<file path="src/rtl/cache_mem_port_arbiter.sv">
// rtl/cache_mem_port_arbiter.sv - two cache ports sharing one memory port, round-robin grant, in-order response routing
// Optional burst lock compiled in with `define CACHE_MEM_ARB_LOCK_EN.

module cache_mem_port_arbiter #(
   parameter int REQ_W           = 77,
   parameter int RESP_W          = 47,
   parameter int MAX_OUTSTANDING = 4,
   parameter int BURST_LEN       = 4
) (
   input  logic              clk,
   input  logic              reset,
   input  logic              req0_val,
   output logic              req0_rdy,
   input  logic [REQ_W-1:0]  req0_msg,
   output logic              resp0_val,
   input  logic              resp0_rdy,
   output logic [RESP_W-1:0] resp0_msg,
   input  logic              req1_val,
   output logic              req1_rdy,
   input  logic [REQ_W-1:0]  req1_msg,
   output logic              resp1_val,
   input  logic              resp1_rdy,
   output logic [RESP_W-1:0] resp1_msg,
   output logic              mem_req_val,
   input  logic              mem_req_rdy,
   output logic [REQ_W-1:0]  mem_req_msg,
   input  logic              mem_resp_val,
   output logic              mem_resp_rdy,
   input  logic [RESP_W-1:0] mem_resp_msg,
   output logic              busy
);

   localparam int PTR_W  = (MAX_OUTSTANDING > 1) ? $clog2(MAX_OUTSTANDING) : 1;
   localparam int CNT_W  = PTR_W + 1;
   localparam bit CFG_OK = (MAX_OUTSTANDING >= 2) &&
                           ((MAX_OUTSTANDING & (MAX_OUTSTANDING - 1)) == 0) &&
                           (BURST_LEN >= 1);

   generate
      if (!CFG_OK) begin : g_bad_cfg
         $error("cache_mem_port_arbiter: MAX_OUTSTANDING must be a power of two >= 2, BURST_LEN >= 1");
      end
   endgenerate

   logic                       prio;
   logic [MAX_OUTSTANDING-1:0] id_fifo;
   logic [PTR_W-1:0]           head;
   logic [PTR_W-1:0]           tail;
   logic [CNT_W-1:0]           count;
   logic                       full;
   logic                       empty;
   logic                       grant;
   logic                       sel_val;
   logic                       head_id;
   logic                       req_fire;
   logic                       resp_fire;
   logic                       prio_update;

   assign full  = (count == CNT_W'(MAX_OUTSTANDING));
   assign empty = (count == '0);

`ifdef CACHE_MEM_ARB_LOCK_EN
   localparam int BEAT_W = ($clog2(BURST_LEN) < 2) ? 2 : $clog2(BURST_LEN);

   logic [BEAT_W-1:0] beat_cnt;
   logic              lock_owner;
   logic              locked;

   // A nonzero beat count means a burst is in progress and the grant is pinned to its owner.
   assign locked      = (beat_cnt != '0);
   assign grant       = locked ? lock_owner : ((req0_val & req1_val) ? prio : req1_val);
   assign prio_update = req_fire & (beat_cnt == BEAT_W'(BURST_LEN - 1));

   // Count beats of the current burst and capture its owner on the first beat.
   always_ff @(posedge clk or negedge reset) begin
      if (!reset) begin
         beat_cnt   <= '0;
         lock_owner <= 1'b0;
      end else if (req_fire) begin
         if (beat_cnt == BEAT_W'(BURST_LEN - 1))
            beat_cnt <= '0;
         else
            beat_cnt <= beat_cnt + 1'b1;
         if (!locked)
            lock_owner <= grant;
      end
   end
`else
   assign grant       = (req0_val & req1_val) ? prio : req1_val;
   assign prio_update = req_fire;
`endif

   // Request side: the granted port passes straight through; a full ID FIFO blocks everything,
   // deliberately ignoring a same-cycle pop so mem_resp never reaches mem_req_rdy combinationally.
   assign sel_val     = grant ? req1_val : req0_val;
   assign mem_req_val = reset & sel_val & ~full;
   assign mem_req_msg = grant ? req1_msg : req0_msg;
   assign req0_rdy    = reset & mem_req_rdy & ~full & ~grant;
   assign req1_rdy    = reset & mem_req_rdy & ~full & grant;
   assign req_fire    = mem_req_val & mem_req_rdy;

   // Response side: the head ID picks the destination; an empty FIFO stalls stray responses.
   assign head_id      = id_fifo[head];
   assign resp0_val    = reset & mem_resp_val & ~empty & ~head_id;
   assign resp1_val    = reset & mem_resp_val & ~empty & head_id;
   assign resp0_msg    = mem_resp_msg;
   assign resp1_msg    = mem_resp_msg;
   assign mem_resp_rdy = reset & ~empty & (head_id ? resp1_rdy : resp0_rdy);
   assign resp_fire    = mem_resp_val & mem_resp_rdy;

   assign busy = ~empty;

   // Track in-flight request owners and rotate priority away from the port just served.
   always_ff @(posedge clk or negedge reset) begin
      if (!reset) begin
         prio    <= 1'b0;
         id_fifo <= '0;
         head    <= '0;
         tail    <= '0;
         count   <= '0;
      end else begin
         if (req_fire) begin
            id_fifo[tail] <= grant;
            tail          <= tail + 1'b1;
         end
         if (prio_update)
            prio <= ~grant;
         if (resp_fire)
            head <= head + 1'b1;
         case ({req_fire, resp_fire})
            2'b10:   count <= count + 1'b1;
            2'b01:   count <= count - 1'b1;
            default: count <= count;
         endcase
      end
   end

endmodule

</file>
<file path="config.mk">
export PLATFORM = sky130hd
export DESIGN_NAME = cache_mem_port_arbiter
export DESIGN_NICKNAME = d
export VERILOG_FILES = /design/src/rtl/cache_mem_port_arbiter.sv
export SDC_FILE = /design/constraint.sdc
export NUM_CORES = 1
export LEC_CHECK = 0
export BUFFER_PORTS_ARGS = -buffer_cell sky130_fd_sc_hd__buf_2
export CAP_MARGIN = 20
export CORE_AREA = 10 10 141 143
export DETAILED_ROUTE_END_ITERATION = 8
export DIE_AREA = 0 0 151 153
export HOLD_SLACK_MARGIN = 0.05
export PLACE_DENSITY_LB_ADDON = 0.05
export SETUP_SLACK_MARGIN = 0.05
export SLEW_MARGIN = 20
export SYNTH_ARGS = -nofsm -noshare
export SYNTH_HDL_FRONTEND = slang
export SYNTH_SLANG_ARGS = --single-unit
</file>
<file path="constraint.sdc">
create_clock -name clk -period 2.7 [get_ports clk]
set_clock_uncertainty 0.1 [all_clocks]
set_input_delay 0.27 -clock clk [delete_from_list [all_inputs] [get_ports clk]]
set_output_delay 0.27 -clock clk [all_outputs]
set_load 0.05 [all_outputs]
</file>
==> results of run 1 <==
[power groups by stage]
stage	Sequential [mW]	Combinational [mW]	Clock, mW
final	0.341	1.91	0.304
after floorplan	0.327	1.80	0
after CTS	0.342	1.96	0.314
after global routing	0.356	2.08	0.323
after global placement	0.343	1.97	0
after detailed placement	0.343	1.96	0
[logic make-up after synthesis]
family          count (synthesis)
compound gates                  5
xor+xnor                        5
fa+ha+maj                       6
buf+inv                       119
flops                          12
mux                            11
simple gates                  255
[Yosys cell counts, types with 2 or more instances]
master	n	share of area (%)
buf_1	3	0.47
buf_2	10	2.1
buf_4	95	30
clkbuf_1	4	0.62
dfrtp_1	12	13
ha_1	5	2.6
inv_1	7	1.1
mux2_4	4	2.5
mux2i_1	7	2.9
nand2_1	238	37
nor2_1	7	1.1
nor3b_2	2	1.0
o21ai_0	4	0.83
xnor2_1	2	0.73
xor2_1	3	1.1
[through the flow]
stage / power [mW] / hold slack (ns) / setup slack [ns] / utilization [%]
floorplan: 2.13 / -0.126 / 0.317 / -
global placement: 2.31 / 0.0321 / 0.331 / 18.7
detailed placement: 2.30 / 0.0321 / 0.302 / 18.7
CTS: 2.62 / 0.288 / 0.270 / 19.3
global route: 2.76 / 0.332 / 0.0953 / 19.3
finish: 2.56 / 0.291 / 0.291 / 19.3
[per-layer routing]
metal,vias to the layer above,wire [um],GRT usage [%]
met4,0,235,2.71
met1,1167,3770,7.90
li1,1436,-,-
met5,-,0,0
met3,28,1370,3.16
met2,166,5890,17.0
[flip-flops by register name, indices dropped and copies added, names as in the netlist]
name	flops
id_fifo	4
count	3
head	2
tail	2
prio	1
[area by class of cell]
| cell class | instances | area share [%] |
|---|---|---|
| flip-flops and latches | 12 | 9.14 |
| well taps | 225 | 8.57 |
| multi-input cells | 282 | 39.3 |
| clock buffers | 4 | 2.70 |
| repair buffers | 251 | 39.5 |
| inverters | 7 | 0.800 |
[critical path: cells and delay by family]
family | cells | cell delay, ns
XOR/XNOR | 2 | 0.30
adder cells (fa/ha/maj) | 2 | 0.57
AND/OR/NAND/NOR | 3 | 0.53
buffers and inverters | 3 | 0.81
[worst max path at each step]
| stage | depth (start not counted) | endpoint |
|---|---|---|
| 2_1_floorplan | 9 | count[2] |
| 3_3_place_gp | 10 | count[2] |
| 3_5_place_dp | 10 | count[2] |
| 4_1_cts | 10 | count[2] |
| 5_1_grt | 10 | count[2] |
| 6_report | 10 | count[2] |
==> metrics.cfg, run 1 <==
[synth]
synth_xor_area_share_pct=1.82
synth_fp_nets=628
muxShareOfSynthArea_pct=5.42
yosysUniqueCellTypes=25
synth-edff-count=0
netlist_instances=413
yosys_warnings=0
synth-simple-area-share_pct=41.7
synth-seq-cells=12
synth.avg_cell_area_um2=5.82
synth_top_family_by_area=simple AND/OR/NAND/NOR gates
synth_adder_area_share_pct=3.44
synthArstFlopShare_pct=100
synthesis.area_um2=2400
ys_seq_area_share_pct=12.5
synth_flop_cell=dfrtp_1
synth_compound_area_share_pct=1.15

[worst_hold_path]
hold_end=prio
min_from=req1_val
hold_depth=4
hold_path_class=in2reg

[route]
drc=0
wl_per_cell_um=14.4
viasPerCell=3.58
num_vias=2797
ant_nets=0
wl_um=11300
dr.pass1.iters=3
first_iter_violations=49

[finish]
multi_input_area_um2=1290
n_antenna_cell=0
syn2layout_area_growth_pct=36.8
drive_above_1_share_pct=47.1
final_cell_mix=buf_2 (245), nand2_1 (237), dfrtp_1 (12)
fin_nets=772
design_area_um2=3290
final_common_cell=buf_2
seq_area_um2=300
fin_cells=781
nFillCells=2029

[die]
rows=48
pin_count=387
die_h_um=153
die_w_um=151
die_area_um2=23100
core_area_um2=17100
initial_core_util_pct=14.1

[setup_path]
worstSetupPathType=in2reg
cp.arrival_ns=2.47
r2r_end=count[2]
timing.rr.start=head[1]
r2r_cells=10
critPathSlowestCell=dlygate4sd3_1
path_cells=dlygate4sd3_1 -> buf_2 -> nand3_1 -> nor2_1 -> ha_1 -> inv_1 -> fa_1 -> xor2_1 -> nor2_1 -> xor2_1
cp_data_required_time_ns=2.76
crit_path_max_fanout=10
cp-end-kind=flip-flop
r2r_slack_ns=0.29
cp-startpoint=reset
cpPeakStageDelay_ns=0.52
cp-start-kind=primary input

[clocking]
cts_sinks=12
clk_pin_slew_ns=0.05
htreeDepth=1
cts_tree=yes
cts_made_buffers=3
worstSkewPairLatency_ns=0.24
hold_buffers=1
postCtsSetupBuffers=0
clockBufferDepth=2
root_buffer=clkbuf_16
cts-resized-gates=0

[pwr]
power_switching_mw=1.53
peakVddDrop_uv=270
p_per_area_nw_per_um2=779
p_int_mw=1.03
p_leak_nw=2.11
clkPwrFrac_pct=11.9
combPwrFrac_pct=74.8
sw_frac_of_total_pct=59.7
seqPwrFrac_pct=13.3

[placed_design]
io_buffers=245
place_inst=776
finalWeightedCongestion=0.762
dpl_cell_area_um2=3190
dp_hpwl_um=9670

[grt]
antenna_found_initial=0
grt_pass1_wl_um=16000
grt_pass1_vias=2853
grt.total_usage_pct=8.66
grt_max_degree=47
overflow=0

[sta]
rsz0062_at_grt=false
slew_violations=0
period_share_pct=89.2
max_freq_ghz=0.415
worst_pin_slew_ns=0.427
hold_violations=0
fin_crit_ns=2.41
finalSetupViolCount=0
max_slew_margin_pct=71.5
fin_tns_setup_ns=0

[flow_run]
max-cap-violations=0

[status]
status=finished, final reports clean

No activity file was read; power rests on OpenSTA's default activity.
==> run 2, diff against run 1 <==
- ABC_AREA: default -> 1
- CORE_AREA: 10 10 141 143 -> 10 10 140 142
- DIE_AREA: 0 0 151 153 -> 0 0 150 152
==> run 2 against run 1 <==
Worst setup slack gained 0.033 ns; fmax grew 1.4%; via count grew 3.1%; synthesized area grew 2.1%; sequential power shrank 1%; first-iteration DRC count grew 59%; synthesized cell count grew 5.3%; cell count grew 3.2%; utilization grew 0.38 points; critical path type unchanged.
==> metrics.cfg, run 2 <==
[status]
status=finished, final reports clean

[synth]
synth.avg_cell_area_um2=5.64  ; -3.1%
muxShareOfSynthArea_pct=0  ; -5.4 points
synth_xor_area_share_pct=1.43  ; -0.39 points
synthTopCellsByCount=nand2_1 (254), buf_4 (103), inv_1 (13)
netlist_instances=435  ; +5.3%
yosysTopAreaCell=nand2_1
synth_fp_nets=650  ; +3.5%
synth_adder_area_share_pct=3.37  ; -0.070 points
synth_most_common_cell=nand2_1
yosys_warnings=0  ; unchanged
synth-simple-area-share_pct=44.8  ; +3.1 points
yosysUniqueCellTypes=23  ; -8.0%
synth_compound_area_share_pct=2.40  ; +1.3 points
synthArstFlopShare_pct=100  ; unchanged
synth-edff-count=0  ; unchanged
ys_top_cells_by_area=nand2_1 (39%), buf_4 (32%), dfrtp_1 (12%)
synthesis.area_um2=2450  ; +2.1%
synth-seq-cells=12  ; unchanged
synth_top_family_by_area=simple AND/OR/NAND/NOR gates
ys_seq_area_share_pct=12.2  ; -0.26 points
synth_flop_cell=dfrtp_1
synth_top_cell_area_share_pct=38.9  ; +1.7 points

[finish]
fin_nets=796  ; +3.1%
regMostFlops=id_fifo
largest_reg_flops=4  ; unchanged
syn2layout_area_growth_pct=35.7
design_area_um2=3330  ; +1.3%
final_cell_mix=nand2_1 (254), buf_2 (245), inv_1 (13)
reg.largest.list=id_fifo: 4 flops, count: 3 flops
final_common_cell=nand2_1
drive_above_1_share_pct=46.6  ; -0.57 points

[route]
wl_um=12300  ; +9.1%
viasPerCell=3.58  ; about the same
ant_nets=0  ; unchanged
num_vias=2884  ; +3.1%
drc=0  ; unchanged
dr.pass1.iters=4  ; +1
first_iter_violations=78  ; +59%
wl_per_cell_um=15.2  ; +5.7%

[die]
die_w_um=150  ; -0.66%
rows=48  ; unchanged
pin_count=387  ; unchanged
die_h_um=152  ; -0.65%
initial_core_util_pct=14.5  ; +0.40 points
core_area_um2=16900  ; -0.70%
die_area_um2=22800  ; -1.3%

[sta]
period_share_pct=88.0  ; -1.2 points
max_freq_ghz=0.421  ; +1.4%
finalSetupViolCount=0  ; unchanged
worst_pin_slew_ns=0.396  ; -0.0309 ns
max_slew_margin_pct=73.5  ; +2.1 points
slew_violations=0  ; unchanged
holdWs_ns=0.303  ; +0.0117 ns
rsz0062_at_grt=false
fin_crit_ns=2.38  ; -0.0333 ns
hold_violations=0  ; unchanged
fin_tns_setup_ns=0  ; unchanged

[clocking]
hold_buffers=1  ; unchanged
root_buffer=clkbuf_16
clockBufferDepth=2  ; unchanged
cts_made_buffers=3  ; unchanged
htreeDepth=1  ; unchanged
clk_pin_slew_ns=0.04  ; about the same
worstSkewPairLatency_ns=0.24  ; about the same
cts_sinks=12  ; unchanged
postCtsSetupBuffers=0  ; unchanged
cts_tree=yes
cts-resized-gates=0  ; unchanged

[pwr]
p_per_area_nw_per_um2=773  ; -0.85%
peakVddDrop_uv=200  ; -26%
p_leak_nw=2.15  ; +1.8%

[setup_path]
crit_path_max_fanout=4  ; -6
cp_data_required_time_ns=2.72  ; -0.04 ns
r2r_slack_ns=0.49  ; +0.20 ns
cp-start-kind=primary input
r2r_cells=12  ; +2
cp-end-kind=flip-flop
worstSetupPathType=in2reg
cp.arrival_ns=2.39  ; -0.08 ns

[grt]
grt.total_usage_pct=10.1  ; +1.4 points
grt_max_degree=66  ; +40%
met2_usage_pct=18.6  ; +1.6 points
overflow=0  ; unchanged
grt-busiest-layer=met2
grt.met1_usage_pct=9.24  ; +1.3 points
grt_pass1_wl_um=18200  ; +14%
grt_pass1_vias=3155  ; +11%
met3_usage_pct=5.14  ; +2.0 points
antenna_found_initial=1  ; +1

[placed_design]
io_buffers=245  ; unchanged
dp_hpwl_um=10700  ; +11%
dpl_cell_area_um2=3230  ; +1.2%
finalWeightedCongestion=0.768  ; +0.80%

[worst_hold_path]
hold_path_class=in2reg
hold_depth=5  ; +1

[flow_run]
max-cap-violations=0  ; unchanged

run 2: cell families (layout without fill, tap and decap cells):
logic type	count (synthesis)	count (layout)
flip-flops	12	12
other	0	1
XOR/XNOR	4	4
AND/OR/NAND/NOR	274	274
buffers and inverters	128	273
adder cells (fa/ha/maj)	6	6
AO/OA/AOI/OAI	11	11
run 2: layout make-up:
| type | instances | area (um^2) |
|---|---|---|
| flip-flops and latches | 12 | 300 |
| diodes | 1 | 2.50 |
| repair buffers | 252 | 1310 |
| clock buffers | 4 | 88.8 |
| well taps | 225 | 282 |
| multi-input cells | 295 | 1280 |
| fillers | 2012 | 13600 |
| inverters | 17 | 63.8 |
run 2: worst paths after layout:
kind,from,endpoint
min in group asynchronous,reset,prio
hold reg to reg,count[1],count[1]
setup / recovery,reset,count[2]
setup reg to reg,count[0],count[2]
max in group asynchronous,reset,tail[0]
hold / removal,mem_resp_val,head[1]
run 2: where the power goes:
| part | leakage [nW] | total (mW) | switching (mW) | internal, mW |
|---|---|---|---|---|
| registers | 0.149 | 0.337 | 0.0720 | 0.265 |
| logic | 1.96 | 1.93 | 1.44 | 0.492 |
| clock network | 0.0442 | 0.305 | 0.0808 | 0.224 |
| total | 2.15 | 2.57 | 1.59 | 0.980 |
run 2: through the flow:
stage	utilization (%)	std cells	power [mW]	setup slack [ns]
2_1_floorplan	-	435	2.14	0.427
3_3_place_gp	19.0	800	2.32	0.449
3_5_place_dp	19.0	800	2.31	0.478
4_1_cts	19.6	805	2.63	0.303
5_1_grt	19.6	806	2.78	0.127
6_report	19.6	806	2.57	0.324
run 2: worst max-delay path, stage by stage:
cell           delay [ns]
dlygate4sd3_1        0.52
buf_2                0.14
nand2_1              0.09
nor2_2               0.16
nand3_1              0.15
inv_1                0.08
ha_1                 0.14
inv_1                0.06
fa_1                 0.37
a21oi_1              0.15
o21ai_0              0.11
xor2_1               0.15
run 2: routing by layer:
metal / vias to the layer above / part of all wire [%]
li1: 1495 / -
met1: 1168 / 31
met2: 182 / 52
met3: 39 / 15
met4: 0 / 2.2
met5: - / 0
==> run 3, diff against run 2 <==
- CORE_AREA: 10 10 140 142 -> 2 2 149 151
- DIE_AREA: 0 0 150 152 -> 0 0 151 153
- RECOVER_POWER: default -> 50
==> run 3 against run 2 <==
Power down 0.27%; critical path type unchanged; utilization decreased by 3.8 points; combinational power is essentially flat; non-clock buffer count shrank 2.
==> metrics.cfg, run 3 (synthesized netlist as in run 2, its figures left out) <==
[status]
status=finished, final reports clean

[finish]
final_common_cell=nand2_1
syn2layout_area_growth_pct=38.6
drive_above_1_share_pct=46.4  ; -0.18 points
largest_reg_flops=4  ; unchanged
reg.largest.list=id_fifo: 4 flops, count: 3 flops
utilization_pct=15.8  ; -3.8 points
fin_nets=794  ; -0.25%
final_cell_mix=nand2_1 (254), buf_2 (244), inv_1 (13)
regMostFlops=id_fifo
n_antenna_cell=0  ; -1

[setup_path]
cp_data_required_time_ns=2.71  ; about the same
cp.arrival_ns=2.37  ; -0.02 ns
cp-end-kind=flip-flop
critPathSlowestCell=dlygate4sd3_1
crit_path_max_fanout=14  ; +10
path_delay_family=buffers and inverters
cpPeakStageDelay_ns=0.53  ; about the same
cp_num_buf_inv=5  ; +1
path_cells=dlygate4sd3_1 -> clkbuf_1 -> buf_4 -> nand3_4 -> nor2_8 -> inv_2 -> ha_1 -> inv_1 -> fa_1 -> a21oi_1 -> o21ai_0 -> xor2_1
cp-start-kind=primary input
worstSetupPathType=in2reg

[clocking]
cts_sinks=12  ; unchanged
clk_pin_slew_ns=0.05  ; about the same
clockBufferDepth=2  ; unchanged
cts_tree=yes
worstSkewPairLatency_ns=0.24  ; about the same
htreeDepth=1  ; unchanged
cts_made_buffers=3  ; unchanged
root_buffer=clkbuf_16

[sta]
worst_pin_slew_ns=0.577  ; +0.181 ns
max_freq_ghz=0.424  ; +0.75%
fin_tns_setup_ns=0  ; unchanged
hold_violations=0  ; unchanged
rsz0062_at_grt=false
slew_violations=0  ; unchanged
fin_crit_ns=2.36  ; -0.0177 ns
period_share_pct=87.3  ; -0.66 points
max_slew_margin_pct=61.5  ; -12 points
finalSetupViolCount=0  ; unchanged

[pwr]
sw_frac_of_total_pct=61.6  ; -0.25 points
peakVddDrop_uv=249  ; +25%
combPwrFrac_pct=74.7  ; -0.3 points
seqPwrFrac_pct=13.3  ; +0.2 points
p_int_mw=0.984  ; +0.39%
p_per_area_nw_per_um2=754  ; -2.4%
power_switching_mw=1.58  ; -0.68%
p_total_mw=2.56  ; -0.27%
clkPwrFrac_pct=11.9  ; about the same
p_leak_nw=2.15  ; -0.30%

[route]
first_iter_violations=78  ; unchanged
wl_per_cell_um=12.4  ; -18%
ant_nets=0  ; unchanged
num_vias=2904  ; +0.69%
drc=0  ; unchanged
wl_um=10700  ; -13%
dr.pass1.iters=4  ; unchanged
viasPerCell=3.38  ; -5.4%

[grt]
antenna_found_initial=1  ; unchanged
grt_pass1_wl_um=15900  ; -12%
grt.total_usage_pct=8.74  ; -1.3 points
grt_pass1_vias=2973  ; -5.8%
grt_max_degree=83  ; +26%
overflow=0  ; unchanged

[die]
pin_count=387  ; unchanged
rows=54  ; +13%
initial_core_util_pct=11.4  ; -3.1 points
core_area_um2=21500  ; +27%
die_h_um=153  ; +0.66%
die_area_um2=23100  ; +1.3%
die_w_um=151  ; +0.67%

[worst_hold_path]
hold_path_class=in2reg

[placed_design]
dp_hpwl_um=9010  ; -16%
io_buffers=245  ; unchanged
finalWeightedCongestion=0.775  ; +0.87%

[flow_run]
max-cap-violations=0  ; unchanged

==> run 3: path summary, 6_finish.rpt <==
kind                       startpoint        to  slack, ns  cells after the start
max reg2reg                   head[0]  count[2]       0.52                     13
min in group asynchronous       reset  count[0]       0.46                      3
min                         resp0_rdy   head[0]       0.31                      5
max                             reset  count[2]       0.34                     12
min reg2reg                  count[0]  count[0]       0.39                      1
max in group asynchronous       reset      prio       1.86                      3
==> run 3: area by class of cell <==
class / instances / area [um^2]
Inverter: 17 / 63.8
Timing Repair Buffer: 250 / 1300
Clock buffer: 4 / 88.8
Fill cell: 2545 / 18100
Tap cell: 280 / 350
Multi-Input combinational cell: 295 / 1290
Sequential cell: 12 / 300
==> run 3: routing by layer <==
layer / global-route usage, % / vias to the layer above / routed length [um]
met1: 8.72 / 1230 / 3710
met4: 1.65 / 0 / 68
met3: 3.43 / 6 / 1160
met2: 16.9 / 178 / 5730
met5: 0 / - / 0
li1: - / 1490 / -
==> run 3: repair_timing <==
action,CTS,global route
setup endpoints to repair,0,1
endpoints found under the hold margin,12,0
hold buffers,1,0
setup buffers,0,0
gates resized for setup,0,2
==> run 3: through the flow <==
stage,hold WS (ns),setup slack (ns),cells,instance area (um^2)
after floorplan,-0.126,0.427,435,2450
after global placement,0.167,0.406,853,3290
after detailed placement,0.164,0.412,853,3290
after CTS,0.295,0.258,858,3390
after global routing,0.336,0.0522,858,3400
final,0.310,0.342,858,3400
==> run 3: power groups by stage <==
stage / Clock, mW / Sequential, mW / Combinational [mW]
CTS: 0.320 / 0.344 / 1.96
global route: 0.325 / 0.353 / 2.09
floorplan: 0 / 0.321 / 1.82
detailed placement: 0 / 0.344 / 1.95
finish: 0.306 / 0.342 / 1.92
global placement: 0 / 0.342 / 1.97
==> run 3: worst reg2reg max path, delay by kind of cell, from the launching register on <==
kind	cells	cell delay (ns)
buffers and inverters	3	0.22
DFF	1	0.43
AOI/OAI and AO/OA	2	0.27
adders and majority gates	2	0.50
and+or+nand+nor	5	0.38
xor gates and xnor gates	1	0.15
